### config.mk
export PLATFORM = sky130hd
export DESIGN_NAME = if_id_queue_flat
export DESIGN_NICKNAME = d
export VERILOG_FILES = /design/src/rtl/if_id_queue_if.sv /design/src/rtl/if_id_queue.sv /design/src/flat_wrapper.sv
export SDC_FILE = /design/constraint.sdc
export NUM_CORES = 1
export LEC_CHECK = 0
export CAP_MARGIN = 15
export CORE_MARGIN = 2
export CORE_UTILIZATION = 29
export CTS_CLUSTER_DIAMETER = 100
export DETAILED_ROUTE_END_ITERATION = 8
export DONT_BUFFER_PORTS = 1
export SLEW_MARGIN = 20
export SYNTH_ARGS = -nofsm -noshare
export SYNTH_HDL_FRONTEND = slang
export SYNTH_SLANG_ARGS = --single-unit
### constraint.sdc
create_clock -name clk -period 19.65 [get_ports clk]
set_input_delay 3.93 -clock clk [delete_from_list [all_inputs] [get_ports clk]]
set_output_delay 3.93 -clock clk [all_outputs]
set_load 0.03 [all_outputs]
### src/rtl/if_id_queue_if.sv
// Fetch-to-decode queue bus: fetch push side, decode valid/ready side and occupancy.
// master drives the queue (fetch/decode/redirect logic); slave is the queue itself.
interface if_id_queue_if #(
    parameter int DEPTH = 2
);
    localparam int CW = $clog2(DEPTH) + 1;

    logic          if_valid;
    logic [31:0]   if_pc;
    logic [31:0]   if_pc_p4;
    logic [31:0]   if_instr;
    logic          if_stall;
    logic          flush;
    logic          id_valid;
    logic          id_ready;
    logic [31:0]   id_pc;
    logic [31:0]   id_pc_p4;
    logic [31:0]   id_instr;
    logic [CW-1:0] count;

    modport master (
        output if_valid, if_pc, if_pc_p4, if_instr, flush, id_ready,
        input  if_stall, id_valid, id_pc, id_pc_p4, id_instr, count
    );

    modport slave (
        input  if_valid, if_pc, if_pc_p4, if_instr, flush, id_ready,
        output if_stall, id_valid, id_pc, id_pc_p4, id_instr, count
    );
endinterface

### src/rtl/if_id_queue.sv
// IF/ID instruction queue: DEPTH-entry FWFT FIFO of {pc, pc+4, instr} with
// full-stall to fetch, valid/ready to decode and whole-queue flush on redirect.
module if_id_queue #(
    parameter int          DEPTH     = 2,
    parameter logic [31:0] NOP_INSTR = 32'h0000_0013
) (
    input  logic          clk,
    input  logic          rst,
    if_id_queue_if.slave  bus
);
    localparam int AW = $clog2(DEPTH);
    localparam int CW = AW + 1;

    typedef struct packed {
        logic [31:0] pc;
        logic [31:0] pc_p4;
        logic [31:0] instr;
    } entry_t;

    entry_t          mem_q [DEPTH];
    entry_t          mem_d [DEPTH];
    logic [AW-1:0]   wr_ptr_q, wr_ptr_d;
    logic [AW-1:0]   rd_ptr_q, rd_ptr_d;
    logic [CW-1:0]   count_q, count_d;
    logic            full, empty, push, pop;
    entry_t          head;

    // Flags depend only on the registered count, so if_stall has no input path.
    always_comb begin
        full  = (count_q == CW'(DEPTH));
        empty = (count_q == '0);
        push  = bus.if_valid && !full && !bus.flush;
        pop   = !empty && bus.id_ready && !bus.flush;
    end

    always_comb begin
        mem_d    = mem_q;
        wr_ptr_d = wr_ptr_q;
        rd_ptr_d = rd_ptr_q;
        count_d  = count_q;
        if (push) begin
            mem_d[wr_ptr_q] = '{pc: bus.if_pc, pc_p4: bus.if_pc_p4, instr: bus.if_instr};
            wr_ptr_d        = wr_ptr_q + AW'(1);
        end
        if (pop)
            rd_ptr_d = rd_ptr_q + AW'(1);
        if (push && !pop)
            count_d = count_q + CW'(1);
        else if (pop && !push)
            count_d = count_q - CW'(1);
        if (bus.flush) begin
            wr_ptr_d = '0;
            rd_ptr_d = '0;
            count_d  = '0;
        end
    end

    always_ff @(posedge clk) begin
        if (rst) begin
            wr_ptr_q <= '0;
            rd_ptr_q <= '0;
            count_q  <= '0;
        end else begin
            wr_ptr_q <= wr_ptr_d;
            rd_ptr_q <= rd_ptr_d;
            count_q  <= count_d;
        end
    end

    // Storage carries no reset; occupancy alone decides what is visible.
    always_ff @(posedge clk) begin
        mem_q <= mem_d;
    end

    always_comb begin
        head = mem_q[rd_ptr_q];
        if (empty)
            head = '{pc: 32'h0, pc_p4: 32'h0, instr: NOP_INSTR};
    end

    assign bus.if_stall = full;
    assign bus.id_valid = !empty;
    assign bus.id_pc    = head.pc;
    assign bus.id_pc_p4 = head.pc_p4;
    assign bus.id_instr = head.instr;
    assign bus.count    = count_q;
endmodule

### src/flat_wrapper.sv
// flat-port wrapper written by rule: the top's interface ports become plain ports
module if_id_queue_flat 
#(
    parameter int          DEPTH     = 2,
    parameter logic [31:0] NOP_INSTR = 32'h0000_0013
)
  (clk, rst, bus_if_valid, bus_if_pc, bus_if_pc_p4, bus_if_instr, bus_flush, bus_id_ready, bus_if_stall, bus_id_valid, bus_id_pc, bus_id_pc_p4, bus_id_instr, bus_count);
  if_id_queue_if #(.DEPTH(DEPTH)) bus_i ();
  input  logic clk;
  input  logic rst;
  input wire logic [$bits(bus_i.if_valid)-1:0] bus_if_valid;
  input wire logic [$bits(bus_i.if_pc)-1:0] bus_if_pc;
  input wire logic [$bits(bus_i.if_pc_p4)-1:0] bus_if_pc_p4;
  input wire logic [$bits(bus_i.if_instr)-1:0] bus_if_instr;
  input wire logic [$bits(bus_i.flush)-1:0] bus_flush;
  input wire logic [$bits(bus_i.id_ready)-1:0] bus_id_ready;
  output wire logic [$bits(bus_i.if_stall)-1:0] bus_if_stall;
  output wire logic [$bits(bus_i.id_valid)-1:0] bus_id_valid;
  output wire logic [$bits(bus_i.id_pc)-1:0] bus_id_pc;
  output wire logic [$bits(bus_i.id_pc_p4)-1:0] bus_id_pc_p4;
  output wire logic [$bits(bus_i.id_instr)-1:0] bus_id_instr;
  output wire logic [$bits(bus_i.count)-1:0] bus_count;
  assign bus_i.if_valid = bus_if_valid;
  assign bus_i.if_pc = bus_if_pc;
  assign bus_i.if_pc_p4 = bus_if_pc_p4;
  assign bus_i.if_instr = bus_if_instr;
  assign bus_i.flush = bus_flush;
  assign bus_i.id_ready = bus_id_ready;
  assign bus_if_stall = bus_i.if_stall;
  assign bus_id_valid = bus_i.id_valid;
  assign bus_id_pc = bus_i.id_pc;
  assign bus_id_pc_p4 = bus_i.id_pc_p4;
  assign bus_id_instr = bus_i.id_instr;
  assign bus_count = bus_i.count;
  if_id_queue #(.DEPTH(DEPTH), .NOP_INSTR(NOP_INSTR)) u_core (.clk(clk), .rst(rst), .bus(bus_i));
endmodule
==> flow_metrics.env, run 1 <==
export IMPL_critical_path_class="flip-flop to primary output"
export IMPL_reg2regPathDepth=4
export IMPL_routed_wl_microns=13900
export IMPL_drc=0
export IMPL_cp_max_fo=51
export IMPL_avgSynthCellArea_sq_um=17.2
export IMPL_final_layout_size_suffix_gt1_frac=0.0871
export IMPL_timing_rr_end="u_core.mem_q[75]"
export IMPL_peakVddDrop_v=0.0000455
export IMPL_r2r_start="u_core.bus.count[0]"
export IMPL_leakagePower_nw=2.49
export IMPL_crit_path_cell_trace="buf_4, mux2i_1, nor2_1"
export IMPL_crit_buf_inv=1
export IMPL_die_h_microns=164
export IMPL_synth_cell_types=20
export IMPL_setup_violations=0
export IMPL_powerDensity_nw_per_um2=102
export IMPL_max_cap_violations=0
export IMPL_ctsHoldBuffers=0
export IMPL_clock_fmax_mhz=146
export IMPL_antenna_cells=0
export IMPL_initial_utilization=0.295
export IMPL_power_w=0.000849
export IMPL_fin_skew_ns=0.00837
export IMPL_outcome="completed"
export IMPL_cts_sinks=196
export IMPL_area_delta_synth_final_pct=12.3
export IMPL_wire_per_inst_microns=17.9
export IMPL_netlist_area_sq_um=7430
export IMPL_routabilityCongestion=0.703
export IMPL_min_period_ns=6.84
export IMPL_synth_edf_count=192
export IMPL_slowest_delay_ns=0.85
export IMPL_startpoint_type="flip-flop"
export IMPL_synthCells=431
export IMPL_setup_tns_ns=0
export IMPL_finalCritPeriodShare=0.348
export IMPL_routed_via_density=4.39
export IMPL_cts_made_buffers=17
export IMPL_ios=201
export IMPL_fin_nets=537
export IMPL_grtUsageTotal=0.103
export IMPL_hold_path_class="flip-flop to flip-flop"
export IMPL_io_buffer_count=0
export IMPL_clk_latency_ns=0.42
export IMPL_place_area_sq_um=7770
export IMPL_slew_violations=0
export IMPL_first_iter_violations=192
export IMPL_cp_arrival_ns=2.91
export IMPL_root_buffer="clkbuf_16"
export IMPL_vias=3414
export IMPL_r2r_slack_ns=16.57
export IMPL_cts_setup_buffers=0
export IMPL_ant_nets=0
export IMPL_hold_violations=0
export IMPL_ys_flop_type="edfxtp_1"
export IMPL_rsz0062_at_grt="no"
export IMPL_design_area_sq_um=8340
export IMPL_placedCellCount=745
export IMPL_async_flop_share=0
export IMPL_synth_seq_area_share=0.787
export IMPL_cp_depth=3
export IMPL_grt_first_pass_wirelength_microns=20300
export IMPL_overflow=0
export IMPL_path_delay_family="flip-flops"
export IMPL_hpwlAfterDp_microns=9290
export IMPL_synth_most_common_cell="edfxtp_1"
export IMPL_end_kind="primary output"
export IMPL_ctsResizeCount=0
export IMPL_cp_required_ns=15.72
export IMPL_startpoint="u_core.rd_ptr_q"
export IMPL_cp_slowest_cell="dfxtp_4"
export IMPL_htreeDepth=4
export IMPL_antenna_found_initial=0
export IMPL_synth_common_cells="192 x edfxtp_1, 96 x mux2i_1, 96 x nor2_1, 13 x buf_2"
export IMPL_synthTopCellsByArea="edfxtp_1 78%, mux2i_1 13%, nor2_1 4.9%, dfxtp_1 1.1%, buf_2 0.88%"
export IMPL_num_rows=58
export IMPL_synth_top_cell_area_share=0.776
export IMPL_worstMarginPinSlew_ns=0.933
export IMPL_core_area_sq_um=25200
export IMPL_first_global_vias=3699
export IMPL_critical_path_endpoint="bus_id_pc_p4[19]"
export IMPL_ys_warn_count=0
export IMPL_die_area_sq_um=26900
export IMPL_synth_net_count=533
export IMPL_final_cell_count_no_fill=778
export IMPL_cts_clk_slew_worst_paths_ns=0.06
export IMPL_grt_max_degree=60
export IMPL_synth_top_area_cell="edfxtp_1"
export IMPL_ys_ff_latch=196
export IMPL_first_pass_iters=4
export IMPL_slew_limit_headroom=0.377
export IMPL_clk_path_buf_depth=2
export IMPL_cts_tree="yes"
export IMPL_dieWidth_microns=164
[per-stage QoR]
step	setup slack [ns]	hold WS, ns	utilization
floorplan	5.58	0.464	-
global placement	13.06	0.497	0.309
detailed placement	12.98	0.511	0.309
CTS	12.51	0.525	0.330
global route	12.59	0.563	0.331
finish	12.81	0.526	0.331
[worst min-delay path by stage]
stage | startpoint | end | slack, ns | cells past startpoint
after global routing | u_core.wr_ptr_q | u_core.wr_ptr_q | 0.56 | 2
after global placement | u_core.wr_ptr_q | u_core.wr_ptr_q | 0.50 | 2
after floorplan | u_core.wr_ptr_q | u_core.wr_ptr_q | 0.46 | 2
after CTS | u_core.wr_ptr_q | u_core.wr_ptr_q | 0.53 | 2
final | u_core.wr_ptr_q | u_core.wr_ptr_q | 0.53 | 2
after detailed placement | u_core.wr_ptr_q | u_core.wr_ptr_q | 0.51 | 2
[layout by cell type (no fill, tap or decap), drive strengths merged]
master    Yosys  routed
edfxtp      192     192
mux2i        96      96
nor2         96      96
clkbuf        3      20
clkinv        0       7
buf          18       6
dfxtp         4       4
inv           2       4
nand2         3       3
o21ai         3       3
xor2          3       3
or2           2       2
or3           2       2
a21oi         2       2
clkinvlp      0       2
nor2b         1       1
nor3          1       1
and2          1       1
nor4          1       1
ha            1       1
bufinv        0       1
[registers in the layout (all words and copies together), names as in the netlist]
| signal | flops |
|---|---|
| u_core.mem_q | 192 |
| u_core.wr_ptr_q | 1 |
| u_core.bus.count | 2 |
| u_core.rd_ptr_q | 1 |
[power by group]
| part | internal (W) | switching, W |
|---|---|---|
| clock network | 0.000175 | 0.000145 |
| registers | 0.000474 | 0.00000458 |
| logic | 0.0000100 | 0.0000412 |
| total | 0.000659 | 0.000191 |
[kinds of logic after synthesis]
logic type	Yosys count	synth area share
flip-flops	196	0.787
multiplexers	96	0.129
XOR/XNOR	3	0.00354
AND/OR/NAND/NOR	107	0.0566
AO/OA/AOI/OAI	5	0.00337
adder cells (fa/ha/maj)	1	0.00168
buffers and inverters	23	0.0184
[worst register-to-register path: cells and delay by family (launching register included)]
family,cells,cell delay [ns]
buf+inv,1,0.62
simple gates,3,1.41
flops,1,0.67
[per-layer routing]
layer  vias to the layer above  GRT usage  share of wire
met2                       140      0.176           0.50
met3                         5     0.0722           0.14
li1                       1597          -              -
met5                         -          0              0
met4                         0     0.0275         0.0060
met1                      1672     0.0987           0.35
[layout make-up]
cell class	count	area, sq um
repair buffers	6	65.1
flip-flops and latches	196	5850
clock inverters	12	106
fillers	2417	16800
inverters	2	7.51
multi-input cells	212	1460
well taps	330	413
clock buffers	20	437
No activity file was read; power rests on OpenSTA's default activity.
==> run 2, diff against run 1 <==
==> constraint.sdc (replaced) <==
create_clock -name clk -period 5.6 [get_ports clk]
set_input_delay 1.12 -clock clk [delete_from_list [all_inputs] [get_ports clk]]
set_output_delay 1.12 -clock clk [all_outputs]
set_load 0.03 [all_outputs]
==> flow_metrics.env, run 2 (synthesis results as in run 1) <==
export IMPL_largest_register_ffs=192
export IMPL_fillers=2411
export IMPL_cts_tree="yes"
export IMPL_fin_nets=538
export IMPL_powerDensity_nw_per_um2=358
export IMPL_cp_required_ns=4.48
export IMPL_multi_input_area_sq_um=1470
export IMPL_first_pass_iters=4
export IMPL_slew_violations=0
export IMPL_worstMarginPinSlew_ns=1.01
export IMPL_leakagePower_nw=2.48
export IMPL_reg2regPathDepth=4
export IMPL_outcome="completed"
export IMPL_first_global_vias=3568
export IMPL_setup_violations=0
export IMPL_area_delta_synth_final_pct=12.5
export IMPL_routabilityCongestion=0.707
export IMPL_hold_path_class="flip-flop to flip-flop"
export IMPL_ctsHoldBuffers=0
export IMPL_ios=201
export IMPL_hold_violations=0
export IMPL_die_area_sq_um=26900
export IMPL_num_rows=58
export IMPL_slew_limit_headroom=0.325
export IMPL_final_common_cell="edfxtp_1"
export IMPL_grt_first_pass_wirelength_microns=20300
export IMPL_cts_clk_slew_worst_paths_ns=0.07
export IMPL_startpoint_type="flip-flop"
export IMPL_setup_tns_ns=0
export IMPL_cts_made_buffers=17
export IMPL_die_h_microns=164
export IMPL_ant_nets=0
export IMPL_rsz0062_at_grt="no"
export IMPL_antenna_found_initial=0
export IMPL_end_kind="primary output"
export IMPL_drc=0
export IMPL_htreeDepth=4
export IMPL_seq_area_sq_um=5850
export IMPL_finalCritPeriodShare=0.655
export IMPL_hpwlAfterDp_microns=9370
export IMPL_largest_register="u_core.mem_q"
export IMPL_ctsResizeCount=0
export IMPL_io_buffer_count=0
export IMPL_routed_via_density=4.41
export IMPL_grtUsageTotal=0.103
export IMPL_final_layout_size_suffix_gt1_frac=0.0980
export IMPL_vias=3432
export IMPL_setup_slack_ns=1.93
export IMPL_cts_setup_buffers=0
export IMPL_post_place_ws_ns=2.07
export IMPL_final_cell_mix="192 x edfxtp_1, 96 x mux2i_1, 95 x nor2_1, 17 x clkbuf_16, 6 x buf_4"
export IMPL_antenna_cells=0
export IMPL_peakVddDrop_v=0.000152
export IMPL_fin_skew_ns=0.0105
export IMPL_cp_max_fo=51
export IMPL_overflow=0
export IMPL_dieWidth_microns=164
export IMPL_wire_per_inst_microns=18.1
export IMPL_routed_wl_microns=14100
export IMPL_max_cap_violations=0
export IMPL_first_iter_violations=217
export IMPL_min_period_ns=3.67
export IMPL_cts_sinks=196
export IMPL_cp_arrival_ns=2.55
export IMPL_hold_depth=2
export IMPL_critical_path_class="flip-flop to primary output"
export IMPL_clock_fmax_mhz=272
export IMPL_root_buffer="clkbuf_16"
export IMPL_core_area_sq_um=25200
export IMPL_clk_path_buf_depth=2
export IMPL_clk_latency_ns=0.42
export IMPL_grt_max_degree=54
export IMPL_initial_utilization=0.295
run 2: changes by cell type in the layout (fill, tap and decap cells not counted):
cell	change
buf_16	-1
nor4_4	+1
inv_6	+1
nor4_2	-1
bufinv_16	-1
clkinvlp_4	+3
inv_8	+2
clkbuf_1	-2
clkinv_4	+1
clkinv_2	-2
buf_12	+1
clkinv_1	-2
buf_4	+1
run 2: worst paths after layout:
| check | startpoint | end | slack, ns |
|---|---|---|---|
| min reg2reg | u_core.wr_ptr_q | u_core.wr_ptr_q | 0.56 |
| max reg2reg | u_core.bus.count[0] | u_core.mem_q[88] | 2.56 |
| max | u_core.rd_ptr_q | bus_id_instr[28] | 1.93 |
| min | u_core.wr_ptr_q | u_core.wr_ptr_q | 0.56 |
run 2: area by class of cell:
type | count | area share
Clock buffer | 18 | 0.0514
Clock inverter | 14 | 0.0145
Inverter | 2 | 0.000898
Multi-Input combinational cell | 212 | 0.176
Sequential cell | 196 | 0.700
Tap cell | 330 | 0.0494
Timing Repair Buffer | 7 | 0.00779
run 2: per-layer routing:
| layer | GRT usage | part of all wire |
|---|---|---|
| met1 | 0.113 | 0.38 |
| met2 | 0.173 | 0.51 |
| met3 | 0.0485 | 0.10 |
| met4 | 0.0371 | 0.012 |
| met5 | 0 | 0 |
run 2: where the power goes:
group / switching, W / leakage (nW) / internal, W / total (W)
combinational: 0.000146 / 0.435 / 0.0000348 / 0.000181
sequential: 0.0000164 / 1.79 / 0.00166 / 0.00168
clock: 0.000553 / 0.254 / 0.000582 / 0.00113
total: 0.000715 / 2.48 / 0.00228 / 0.00299
run 2: metrics by stage:
| stage | hold slack, ns | utilization | cells | total power [W] | instance area (sq um) |
|---|---|---|---|---|---|
| final | 0.555 | 0.332 | 779 | 0.00299 | 8360 |
| after global routing | 0.574 | 0.332 | 779 | 0.00310 | 8360 |
| after CTS | 0.552 | 0.331 | 778 | 0.00303 | 8340 |
| after detailed placement | 0.542 | 0.309 | 746 | 0.00189 | 7780 |
| after global placement | 0.516 | 0.309 | 746 | 0.00189 | 7780 |
| after floorplan | 0.498 | - | 431 | 0.00186 | 7440 |
run 2: worst max-delay path: stages, from the launching register on:
cell	delay (ns)
dfxtp_4	0.95
buf_4	0.51
mux2i_1	0.17
nor2_1	0.46
==> run 3, diff against run 2 <==
==> constraint.sdc (replaced) <==
create_clock -name clk -period 3.75 [get_ports clk]
set_input_delay 0.75 -clock clk [delete_from_list [all_inputs] [get_ports clk]]
set_output_delay 0.75 -clock clk [all_outputs]
set_load 0.03 [all_outputs]
==> flow_metrics.env, run 3 (synthesis results as in run 1) <==
export IMPL_final_common_cell="edfxtp_1"
export IMPL_slowest_delay_ns=0.66
export IMPL_overflow=0
export IMPL_hpwlAfterDp_microns=9180
export IMPL_die_area_sq_um=26900
export IMPL_power_frac_comb=0.062
export IMPL_hold_path_class="primary input to flip-flop"
export IMPL_first_pass_iters=4
export IMPL_ios=201
export IMPL_largest_register="u_core.mem_q"
export IMPL_powerDensity_nw_per_um2=531
export IMPL_crit_path_cell_trace="nor2_4, buf_4, nor2_1"
export IMPL_area_delta_synth_final_pct=13.2
export IMPL_cts_sinks=196
export IMPL_cp_max_fo=25
export IMPL_peakVddDrop_v=0.000237
export IMPL_final_cell_count_no_fill=782
export IMPL_ctsHoldBuffers=0
export IMPL_clk_latency_ns=0.41
export IMPL_critical_path_class="flip-flop to primary output"
export IMPL_hold_violations=0
export IMPL_clock_fmax_mhz=348
export IMPL_cts_clk_slew_worst_paths_ns=0.07
export IMPL_die_h_microns=164
export IMPL_placedCellCount=750
export IMPL_num_rows=58
export IMPL_grtUsageTotal=0.102
export IMPL_setup_violations=0
export IMPL_power_w=0.00446
export IMPL_wire_per_inst_microns=17.5
export IMPL_first_global_vias=3702
export IMPL_antenna_found_initial=2
export IMPL_hold_slack_ns=0.422
export IMPL_drc=0
export IMPL_power_share_clock=0.379
export IMPL_vias=3447
export IMPL_htreeDepth=4
export IMPL_grt_max_degree=69
export IMPL_largest_register_ffs=192
export IMPL_swShare=0.237
export IMPL_cp_slowest_cell="dfxtp_1"
export IMPL_slew_limit_headroom=0.340
export IMPL_initial_utilization=0.295
export IMPL_leakagePower_nw=2.52
export IMPL_max_cap_violations=0
export IMPL_ctsResizeCount=0
export IMPL_cts_made_buffers=17
export IMPL_cts_setup_buffers=0
export IMPL_routed_via_density=4.41
export IMPL_fin_nets=541
export IMPL_routabilityCongestion=0.697
export IMPL_clk_path_buf_depth=2
export IMPL_cp_required_ns=3.00
export IMPL_final_util=0.334
export IMPL_outcome="completed"
export IMPL_end_kind="primary output"
export IMPL_slew_violations=0
export IMPL_internal_power_w=0.00340
export IMPL_p_switching_w=0.00106
export IMPL_final_cell_mix="192 x edfxtp_1, 96 x mux2i_1, 95 x nor2_1, 17 x clkbuf_16, 8 x buf_4"
export IMPL_worstMarginPinSlew_ns=0.989
export IMPL_first_iter_violations=196
export IMPL_cp_arrival_ns=2.12
export IMPL_p_seq_frac=0.560
export IMPL_min_period_ns=2.87
export IMPL_fin_skew_ns=0.00656
export IMPL_final_layout_size_suffix_gt1_frac=0.111
export IMPL_grt_first_pass_wirelength_microns=20300
export IMPL_io_buffer_count=0
export IMPL_dieWidth_microns=164
export IMPL_routed_wl_microns=13700
export IMPL_ant_nets=0
export IMPL_antenna_cells=0
export IMPL_startpoint_type="flip-flop"
export IMPL_cts_tree="yes"
export IMPL_finalCritPeriodShare=0.766
export IMPL_core_area_sq_um=25200
export IMPL_root_buffer="clkbuf_16"
export IMPL_rsz0062_at_grt="no"
run 3: path summary, 6_finish.rpt:
path	start	to	slack (ns)	cells after the start
setup reg to reg	u_core.bus.count[1]	u_core.mem_q[6]	1.40	4
setup / recovery	u_core.bus.count[1]	bus_id_pc_p4[19]	0.88	3
hold reg to reg	u_core.wr_ptr_q	u_core.wr_ptr_q	0.54	2
hold / removal	bus_if_pc_p4[28]	u_core.mem_q[156]	0.42	0
run 3: stage by stage:
stage          setup TNS [ns]  setup slack, ns  instance area [sq um]
2_1_floorplan          -52.13           -0.543                   7460
3_3_place_gp                0             1.28                   7860
3_5_place_dp                0             1.25                   7860
4_1_cts                     0            0.785                   8410
5_1_grt                     0            0.726                   8410
6_report                    0            0.879                   8410
run 3: power by group through the flow:
| stage | logic, W | registers (W) | clock network, W |
|---|---|---|---|
| 6_report | 0.000275 | 0.00250 | 0.00169 |
| 5_1_grt | 0.000297 | 0.00251 | 0.00184 |
| 4_1_cts | 0.000281 | 0.00250 | 0.00176 |
| 3_5_place_dp | 0.000281 | 0.00255 | 0 |
| 3_3_place_gp | 0.000277 | 0.00255 | 0 |
| 2_1_floorplan | 0.000236 | 0.00255 | 0 |
run 3: area by class of cell:
type | count | area (sq um)
clock inverter | 15 | 124
tap | 330 | 413
timing repair buffer | 10 | 100
multi-input combinational | 212 | 1480
inverter | 2 | 20.0
sequential | 196 | 5850
clock buffer | 17 | 425
fill | 2409 | 16800
run 3: critical path: cells and delay by family, from the launching register on:
family,cells,cell delay (ns)
AND/OR/NAND/NOR,2,0.75
flip-flops,1,0.66
buffers and inverters,1,0.28
run 3: per-layer routing:
layer | global-route usage | vias to the layer above | share of wire
li1 | - | 1610 | -
met1 | 0.102 | 1692 | 0.36
met2 | 0.177 | 132 | 0.51
met3 | 0.0591 | 9 | 0.12
met4 | 0.0335 | 4 | 0.0091
met5 | 0 | - | 0.0020
